--- config.mk ---
export PLATFORM = sky130hd
export DESIGN_NAME = fpu_dispatcher
export DESIGN_NICKNAME = d
export VERILOG_FILES = /design/src/rtl/fpu_pkg.sv /design/src/rtl/fpu_cmd_fifo.sv /design/src/rtl/fpu_dispatcher.sv
export SDC_FILE = /design/constraint.sdc
export NUM_CORES = 1
export LEC_CHECK = 0
export ABC_CLOCK_PERIOD_IN_PS = 4500
export BUFFER_PORTS_ARGS = -buffer_cell sky130_fd_sc_hd__buf_2
export CAP_MARGIN = 20
export CORE_AREA = 2 2 223 225
export DETAILED_ROUTE_END_ITERATION = 6
export DIE_AREA = 0 0 225 227
export PLACE_DENSITY_LB_ADDON = 0.08
export SLEW_MARGIN = 20
export SYNTH_ARGS = -nofsm -noshare
export SYNTH_HDL_FRONTEND = slang
export SYNTH_SLANG_ARGS = --single-unit
--- constraint.sdc ---
create_clock -name Clk -period 4.5 [get_ports Clk]
set_input_delay 0.9 -clock Clk [delete_from_list [all_inputs] [get_ports Clk]]
set_output_delay 0.9 -clock Clk [all_outputs]
set_load 0.005 [all_outputs]
--- src/rtl/fpu_pkg.sv ---
`default_nettype none
// ============================================================================
// fpu_pkg: operation/state encodings and IEEE-754 special-value constants
// shared by the FPU core and its dispatcher.                    Rev 1.0
// ============================================================================
package fpu_pkg;

   typedef enum logic [1:0] {
      OP_ADD = 2'b00,
      OP_SUB = 2'b01,
      OP_MUL = 2'b10,
      OP_DIV = 2'b11
   } op_t;

   typedef enum logic [1:0] {
      IDLE  = 2'd0,
      START = 2'd1,
      WAIT  = 2'd2,
      OUT   = 2'd3
   } state_t;

   // Values are right-aligned in 64 bits; callers slice to their precision.
   function automatic logic [63:0] nan_bits(input int prec);
      return (prec == 32) ? 64'h0000_0000_7FFF_FFFF : 64'h7FFF_FFFF_FFFF_FFFF;
   endfunction

   function automatic logic [63:0] inf_bits(input int prec);
      return (prec == 32) ? 64'h0000_0000_7F80_0000 : 64'h7FF0_0000_0000_0000;
   endfunction

endpackage
`default_nettype wire

--- src/rtl/fpu_cmd_fifo.sv ---
`default_nettype none
// ============================================================================
// fpu_cmd_fifo: command FIFO with registered storage and occupancy count.
//                                                                 Rev 1.0
// ============================================================================
module fpu_cmd_fifo #(
   parameter int DEPTH = 4,
   parameter int WIDTH = 130
) (
   input  logic                     Clk,
   input  logic                     Reset,
   input  logic                     push_i,
   input  logic                     pop_i,
   input  logic [WIDTH-1:0]         data_i,
   output logic [WIDTH-1:0]         head_o,
   output logic                     full_o,
   output logic                     empty_o,
   output logic [$clog2(DEPTH):0]   count_o
);

   localparam int AW = $clog2(DEPTH);
   localparam logic [AW:0]   c_full    = (AW+1)'(DEPTH);
   localparam logic [AW:0]   c_cnt_one = (AW+1)'(1);
   localparam logic [AW-1:0] c_ptr_one = AW'(1);

   logic [WIDTH-1:0] mem_q [DEPTH];
   logic [AW-1:0]    wr_ptr_q;
   logic [AW-1:0]    rd_ptr_q;
   logic [AW:0]      count_q;
   logic             w_push;
   logic             w_pop;

   assign full_o  = (count_q == c_full);
   assign empty_o = (count_q == '0);
   assign count_o = count_q;
   assign head_o  = mem_q[rd_ptr_q];

   // A full FIFO refuses pushes even when a pop frees a slot this cycle.
   assign w_push = push_i && !full_o;
   assign w_pop  = pop_i && !empty_o;

   always_ff @(posedge Clk) begin
      if (w_push) mem_q[wr_ptr_q] <= data_i;
   end

   always_ff @(posedge Clk or negedge Reset) begin
      if (!Reset) begin
         wr_ptr_q <= '0;
         rd_ptr_q <= '0;
         count_q  <= '0;
      end else begin
         if (w_push) wr_ptr_q <= wr_ptr_q + c_ptr_one;
         if (w_pop)  rd_ptr_q <= rd_ptr_q + c_ptr_one;
         if (w_push && !w_pop)      count_q <= count_q + c_cnt_one;
         else if (w_pop && !w_push) count_q <= count_q - c_cnt_one;
      end
   end

endmodule
`default_nettype wire

--- src/rtl/fpu_dispatcher.sv ---
`default_nettype none
// ============================================================================
// fpu_dispatcher: buffers FPU requests, issues them with a start pulse and
// returns results (or a timeout NaN) on a valid/ready port.      Rev 1.0
// ============================================================================
module fpu_dispatcher
   import fpu_pkg::*;
#(
   parameter int PRECISION    = 64,
   parameter int DEPTH        = 4,
   parameter int START_CYCLES = 2,
   parameter int TIMEOUT      = 4095
) (
   input  logic                     Clk,
   input  logic                     Reset,
   input  logic                     in_valid,
   output logic                     in_ready,
   input  logic [1:0]               in_op,
   input  logic [PRECISION-1:0]     in_a,
   input  logic [PRECISION-1:0]     in_b,
   output logic                     out_valid,
   input  logic                     out_ready,
   output logic [PRECISION-1:0]     out_result,
   output logic [1:0]               out_op,
   output logic                     out_timeout,
   output logic [PRECISION-1:0]     fpu_a,
   output logic [PRECISION-1:0]     fpu_b,
   output logic [1:0]               fpu_op,
   output logic                     fpu_start,
   input  logic [PRECISION-1:0]     fpu_result,
   input  logic                     fpu_done,
   output logic                     busy,
   output logic [$clog2(DEPTH):0]   count
);

   localparam int FW = 2 + 2 * PRECISION;
   localparam int CMAX = (TIMEOUT > START_CYCLES) ? TIMEOUT : START_CYCLES;
   localparam int CW = $clog2(CMAX + 1);
   localparam logic [CW-1:0]        c_start_last = CW'(START_CYCLES - 1);
   localparam logic [CW-1:0]        c_to_last    = CW'(TIMEOUT - 1);
   localparam logic [CW-1:0]        c_cnt_one    = CW'(1);
   localparam logic [63:0]          c_nan64      = nan_bits(PRECISION);
   localparam logic [PRECISION-1:0] c_nan        = c_nan64[PRECISION-1:0];

   state_t                 state_q;
   logic [CW-1:0]          cnt_q;
   logic                   done_q;
   logic [PRECISION-1:0]   fpu_a_q;
   logic [PRECISION-1:0]   fpu_b_q;
   op_t                    fpu_op_q;
   logic                   fpu_start_q;
   logic                   out_valid_q;
   logic [PRECISION-1:0]   out_result_q;
   op_t                    out_op_q;
   logic                   out_timeout_q;
   logic                   busy_q;

   logic                   w_full;
   logic                   w_empty;
   logic                   w_push;
   logic                   w_pop;
   logic                   w_done_edge;
   logic [FW-1:0]          w_head;
   logic [1:0]             w_head_op;
   logic [PRECISION-1:0]   w_head_a;
   logic [PRECISION-1:0]   w_head_b;

   assign in_ready    = !w_full;
   assign w_push      = in_valid && in_ready;
   assign w_pop       = (state_q == IDLE) && !w_empty;
   assign w_done_edge = fpu_done && !done_q;
   assign {w_head_op, w_head_a, w_head_b} = w_head;

   fpu_cmd_fifo #(
      .DEPTH (DEPTH),
      .WIDTH (FW)
   ) u_fifo (
      .Clk     (Clk),
      .Reset   (Reset),
      .push_i  (w_push),
      .pop_i   (w_pop),
      .data_i  ({in_op, in_a, in_b}),
      .head_o  (w_head),
      .full_o  (w_full),
      .empty_o (w_empty),
      .count_o (count)
   );

   always_ff @(posedge Clk or negedge Reset) begin
      if (!Reset) begin
         state_q       <= IDLE;
         cnt_q         <= '0;
         done_q        <= 1'b0;
         fpu_a_q       <= '0;
         fpu_b_q       <= '0;
         fpu_op_q      <= OP_ADD;
         fpu_start_q   <= 1'b0;
         out_valid_q   <= 1'b0;
         out_result_q  <= '0;
         out_op_q      <= OP_ADD;
         out_timeout_q <= 1'b0;
         busy_q        <= 1'b0;
      end else begin
         done_q <= fpu_done;
         case (state_q)
            IDLE: begin
               if (!w_empty) begin
                  fpu_a_q     <= w_head_a;
                  fpu_b_q     <= w_head_b;
                  fpu_op_q    <= op_t'(w_head_op);
                  fpu_start_q <= 1'b1;
                  cnt_q       <= '0;
                  busy_q      <= 1'b1;
                  state_q     <= START;
               end
            end
            // Done activity is deliberately not examined while start is held.
            START: begin
               if (cnt_q == c_start_last) begin
                  fpu_start_q <= 1'b0;
                  cnt_q       <= '0;
                  state_q     <= WAIT;
               end else begin
                  cnt_q <= cnt_q + c_cnt_one;
               end
            end
            WAIT: begin
               if (w_done_edge) begin
                  out_result_q  <= fpu_result;
                  out_op_q      <= fpu_op_q;
                  out_timeout_q <= 1'b0;
                  out_valid_q   <= 1'b1;
                  state_q       <= OUT;
               end else if (cnt_q == c_to_last) begin
                  out_result_q  <= c_nan;
                  out_op_q      <= fpu_op_q;
                  out_timeout_q <= 1'b1;
                  out_valid_q   <= 1'b1;
                  state_q       <= OUT;
               end else begin
                  cnt_q <= cnt_q + c_cnt_one;
               end
            end
            OUT: begin
               if (out_ready) begin
                  out_valid_q <= 1'b0;
                  busy_q      <= 1'b0;
                  state_q     <= IDLE;
               end
            end
            default: state_q <= IDLE;
         endcase
      end
   end

   assign fpu_a       = fpu_a_q;
   assign fpu_b       = fpu_b_q;
   assign fpu_op      = fpu_op_q;
   assign fpu_start   = fpu_start_q;
   assign out_valid   = out_valid_q;
   assign out_result  = out_result_q;
   assign out_op      = out_op_q;
   assign out_timeout = out_timeout_q;
   assign busy        = busy_q;

endmodule
`default_nettype wire

After elaboration in Yosys (flattened, before gate mapping):

Memory sizes are Yosys's and may differ from the RTL's. A register that Yosys moved wholly into a read port is not among the register bits.
Cells that the tools add are included.

* bits in latches: 0
* register bits: 92
* bits of input ports: 199
* output and inout port bits: 204
* bits in writable memories: 520
* memories: 1
* memory bits (read-only): 0
* word-level logic and storage cells: 87

Memory list
* u_fifo.mem_q: depth 4, bits a word 130, read ports 1, clocked after Yosys merged registers in 1, write ports 1, RTL line fpu_cmd_fifo.sv:26 `logic [WIDTH-1:0] mem_q [DEPTH];`

* multipliers: 0
* bitwise logic cells: 1
* reduce and logical (&&, ||, !) cells: 28
* muxes and demuxes: 28
* divide/modulo/power cells: 0
* shift-type cells: 0
* equal/unequal tests: 12
* $lt $le $gt $ge: 0
* add/subtract/negate cells: 5

Operators with widths (number)
* 64-bit two-way mux: 2
* 12-bit two-way mux: 4
* 12-bit one-hot mux with 3 select lines: 1
* 2-bit two-way mux: 7
* 12-bit by 1-bit adder with 12-bit output (second input constant): 1
* 12-bit by 1-bit == test with 1-bit output (second input constant): 1
* 12-bit == test (second input constant): 1
* 2-bit != test (second input constant): 5
* 2-bit nonzero test: 5
* 3-bit AND reduction: 3
* 1-bit two-way mux: 8
* 2-bit one-hot mux with 4 select lines: 1
* 4-bit AND reduction: 2
* 1-bit logical AND: 7
* 1-bit logical NOT: 6
* 3-bit two-way mux: 2
* 1-bit one-hot mux with 2 select lines: 3
* 2-bit by 1-bit adder with 2-bit output (second input constant): 2
* 2-bit == test (second input constant): 2
* 2-bit AND reduction: 2
* 3-bit by 1-bit adder with 3-bit output (second input constant): 1
* 3-bit == test (second input constant): 1
* 3-bit logical NOT: 1
* 3-bit != test (second input constant): 1
* 5 further kinds: 5

Logic depth before layout (Yosys ltp):

* depth in word-level cells: 8
* gate-level depth with buffers: 12
* mapped depth without buffers: 10

By module:

A second synthesis with hierarchy kept.

* cells, all modules: 1275
* area, all modules: 27576.4 um2

Modules (own cells, without submodules)
* fpu_cmd_fifo: area each 19168.4 um2, times used 1, cells each 716
* fpu_dispatcher: area each 8408.1 um2, times used 1, cells each 559

Worst setup path after synthesis:

No wires, ideal clock.

* path type: input port to flip-flop
* start point: input in_valid
* end point: memory u_fifo.mem_q[0][0] (enable)
* data arrival time: 3942 ps
* stages on the path: 1
* setup time: 505 ps
* required time: 3995 ps
* path slack: 53 ps
* cells stage by stage: and3_1

* longest elaborated chain between the ends: 4

RTL lines
* from (decl): RTL line fpu_dispatcher.sv:16 `input logic in_valid,`
* 1-bit logical AND: RTL line fpu_dispatcher.sv:69 `assign w_push = in_valid && in_ready;`
* 1-bit logical AND: RTL line fpu_cmd_fifo.sv:39 `assign w_push = push_i && !full_o;`
* 1-bit two-way mux: RTL line fpu_cmd_fifo.sv:43 `if (w_push) mem_q[wr_ptr_q] <= data_i;`
* 1-bit two-way mux (implied by the code): RTL line fpu_cmd_fifo.sv:43
* to (decl): RTL line fpu_cmd_fifo.sv:26

Every way passes these cells.

Worst setup path in the final report:

* start point: register state_q[0]
* end point: register u_fifo.rd_ptr_q[1]

* longest elaborated chain between the ends: 3

RTL lines
* from (decl): RTL line fpu_dispatcher.sv:45 `state_t state_q;`
* from (signal assigned): RTL line fpu_dispatcher.sv:91 `state_q <= IDLE;`
* from (signal assigned): RTL line fpu_dispatcher.sv:114 `state_q <= START;`
* from (signal assigned): RTL line fpu_dispatcher.sv:122 `state_q <= WAIT;`
* 2-bit logical NOT: RTL line fpu_dispatcher.sv:70 `assign w_pop = (state_q == IDLE) && !w_empty;`
* 1-bit logical AND: RTL line fpu_dispatcher.sv:70
* 1-bit logical AND: RTL line fpu_cmd_fifo.sv:40 `assign w_pop = pop_i && !empty_o;`
* to (signal assigned): RTL line fpu_cmd_fifo.sv:53 `if (w_pop) rd_ptr_q <= rd_ptr_q + c_ptr_one;`
* to (decl): RTL line fpu_cmd_fifo.sv:28 `logic [AW-1:0] rd_ptr_q;`

Every way passes these cells.
A chain may end at the register's enable or synchronous reset.

==> out/results.tsv <==
stage	metric	value	unit
logic_synthesis	synth.most_common_cell	edfxtp_1	
final_layout	fin_util	67.8	%
timing	worstMarginPinSlew	1.01	ns
clocking	clk_pin_slew	0.06	ns
power	vdd_drop_max	0.000473	V
logic_synthesis	synthesis.nets	1750	
setup_path	crit_family	buffers and inverters	
logic_synthesis	synth_edf_count	520	
global_routing	grt_max_degree	83	
logic_synthesis	async_flop_share	29.9	%
global_routing	antenna_found_initial	20	
setup_path	path_max_fanout	77	
placement	pre_cts_ws	1.54	ns
floorplan	start_util	56.6	%
route	drt_iter0_markers	949	
setup_path	arrival	3.37	ns
route	vias_per_cell	5.56	
timing	fin_crit_sh	65.0	%
global_routing	gr-total-overflow	0	
floorplan	die_w	225	um
route	ant_nets	0	
logic_synthesis	syn_avg_cell_area	17.9	sq um
clocking	post_cts_buffers	0	
setup_path	startpoint	state_q[0]	
power	clkPwrFrac	28.0	%
logic_synthesis	synth_seq_cells	742	
clocking	cts.path.max_buffers	3	
logic_synthesis	synth_flop_cell	edfxtp_1	
route	drc_errors	0	
logic_synthesis	yosys.area.top_type	edfxtp_1	
logic_synthesis	synth_cells	1537	
setup_path	path_depth	7	
timing	fin_ws	1.57	ns
setup_path	rrSetupSlack	1.57	ns
setup_path	rr_startpoint	state_q[0]	
global_routing	grt_pass1_vias	15100	
floorplan	core	48500	sq um
timing	max_freq	342	MHz
placement	hpwl	34600	um
setup_path	crit_buf_inv	3	
power	p_int	0.0160	W
final_layout	synthToLayoutAreaGrowth	19.7	%
setup_path	cp_data_required_time	4.94	ns
power	power_switching	0.00684	W
run_status	status	finished, final reports clean	
setup_path	path_cells	inv_1 -> ha_1 -> o31a_2 -> buf_4 -> buf_4 -> nand2_1 -> xnor2_1	
timing	rsz0062_at_grt	false	
route	vias	14800	
power	finalPower	0.0229	W
clocking	cts_tree	built	
power	combPwrFrac	27.0	%
setup_path	start_kind	flip-flop	
timing	setup_viol	0	
placement	io_buffer_count	402	
route	firstDrtPassIters	5	
clocking	holdBufCountCts	0	
global_routing	track_usage	22.9	%
floorplan	die_height	227	um
logic_synthesis	syn-cell-area	27500	sq um
setup_path	cp-end-kind	flip-flop	
logic_synthesis	synth-seq-area-share	77.0	%
timing	clock_skew	0.0183	ns
setup_path	reg2regPathDepth	7	
logic_synthesis	yosys_warnings	0	
floorplan	io_pins	403	
timing	finalCriticalPeriod	2.93	ns
setup_path	crit_end	u_fifo.rd_ptr_q[1]	
clocking	root_buffer	clkbuf_16	
final_layout	multi_input_area	5970	sq um
timing	drv_slew	0	
clocking	clock-sinks	742	
logic_synthesis	synth_area_leaders	edfxtp_1 57%, dfrtp_1 20%, mux4_2 11%, nand2_1 5.4%, o22a_1 2.0%	
route	routed_wl	58100	um
setup_path	slowest_delay	0.86	ns
global_routing	grt_pass1_wl	86900	um
timing	hold_viol	0	
clocking	cts-buffers-inserted	76	
final_layout	nFillCells	3306	
route	detail_route.wl_per_cell	21.8	um
final_layout	final_cells	2659	
setup_path	crit_path_top_delay_cell	buf_4	
logic_synthesis	synth_top_area_share	56.8	%
worst_hold_path	hold_class	in -> async	
power	seq_power_share	45.0	%
power	cellPowerDensity	695	nW/um^2
final_layout	final-seq-area	21200	sq um
clocking	insertion_delay	0.61	ns
clocking	h-tree-depth	3	
power	leakagePower	13.0	nW
setup_path	path_class	reg -> reg	
logic_synthesis	ys_top_cells_by_count	520 x edfxtp_1, 398 x nand2_1, 222 x dfrtp_1	
placement	place_inst	2506	
floorplan	row_count	81	
power	netSwitchingFraction	29.9	%
setup_path	r2r_end	u_fifo.rd_ptr_q[1]	
final_layout	drive_above_1_share	34.2	%
timing	finalSetupTns	0	ns
placement	place_congestion	0.766	
setup_path	cp_common_cell	buf_4	
flow_run	maxCapViolCount	0	
timing	timing.slew.headroom	32.4	%
floorplan	die_area	51100	sq um
final_layout	fin_nets	2175	
logic_synthesis	ys_types	53	
clocking	cts_resized	0	
-- cells by family (layout without fill, tap and decap cells) --
kind of cell               count (synthesis)  count (layout)  synth area share, %
DFF                                      742             742                 77.0
and+or+nand+nor                          451             451                 6.62
muxes                                    138             138                 11.0
AOI/OAI and AO/OA                         96              96                 3.16
buffers and inverters                     90             579                 1.40
adders and majority gates                 14              14                0.664
xor gates and xnor gates                   6               6                0.191
other                                      0              11                    0
-- worst register-to-register path, stage by stage, from the launching register on --
cell and delay (ns):
dfrtp_1 0.41, inv_1 0.11, ha_1 0.20, o31a_2 0.19
buf_4 0.63, buf_4 0.88, nand2_1 0.19, xnor2_1 0.16
-- flip-flops by register name (all words and copies together) (netlist names), 3 cells and up --
register and cells:
out_result 64, fpu_b 64, fpu_a 64, u_fifo.count_o 3
u_fifo.mem_q 520, cnt_q 12
-- metrics by stage --
| stage | area [sq um] | hold WS, ns |
|---|---|---|
| 2_1_floorplan | 27500 | 0.470 |
| 3_3_place_gp | 30300 | 0.452 |
| 3_5_place_dp | 30300 | 0.457 |
| 4_1_cts | 32900 | 0.333 |
| 5_1_grt | 32900 | 0.331 |
| 6_report | 32900 | 0.306 |
-- layout by cell type, fill, tap and decap left out, types with 13 or more instances in the layout --
cell	n
buf_2	401
clkbuf_1	17
clkbuf_16	79
clkinv_2	13
dfrtp_1	220
edfxtp_1	520
ha_1	13
mux4_2	130
nand2_1	397
nor2_1	13
o22a_1	63
-- how the worst min path moves through the flow --
stage	to	slack [ns]	cells after the start
3_3_place_gp	fpu_a[10]	0.45	2
2_1_floorplan	fpu_a[0]	0.47	2
6_report	fpu_b[37]	0.31	1
3_5_place_dp	fpu_b[15]	0.46	2
5_1_grt	fpu_b[53]	0.33	1
4_1_cts	u_fifo.rd_ptr_q[0]	0.33	1
-- metal layers --
layer,track usage [%],vias to the layer above,wire (um)
li1,-,6683,-
met3,6.03,93,4050
met4,6.99,18,1230
met5,0,-,121
met1,30.1,7537,23600
met2,37.9,442,29000
-- power by group through the flow --
stage / clock network [W] / logic [W] / registers (W)
2_1_floorplan: 0 / 0.00399 / 0.0103
6_report: 0.00641 / 0.00618 / 0.0103
3_5_place_dp: 0 / 0.00632 / 0.0104
5_1_grt: 0.00679 / 0.00685 / 0.0105
3_3_place_gp: 0 / 0.00620 / 0.0104
4_1_cts: 0.00654 / 0.00633 / 0.0103
-- area by class of cell --
type / count / area share [%]
repair buffers: 424 / 7.03
diodes: 11 / 0.0836
multi-input cells: 705 / 18.1
clock buffers: 108 / 6.70
clock inverters: 34 / 1.18
flip-flops and latches: 742 / 64.4
inverters: 13 / 0.156
well taps: 622 / 2.36
Power figures use the tool's default switching activity.
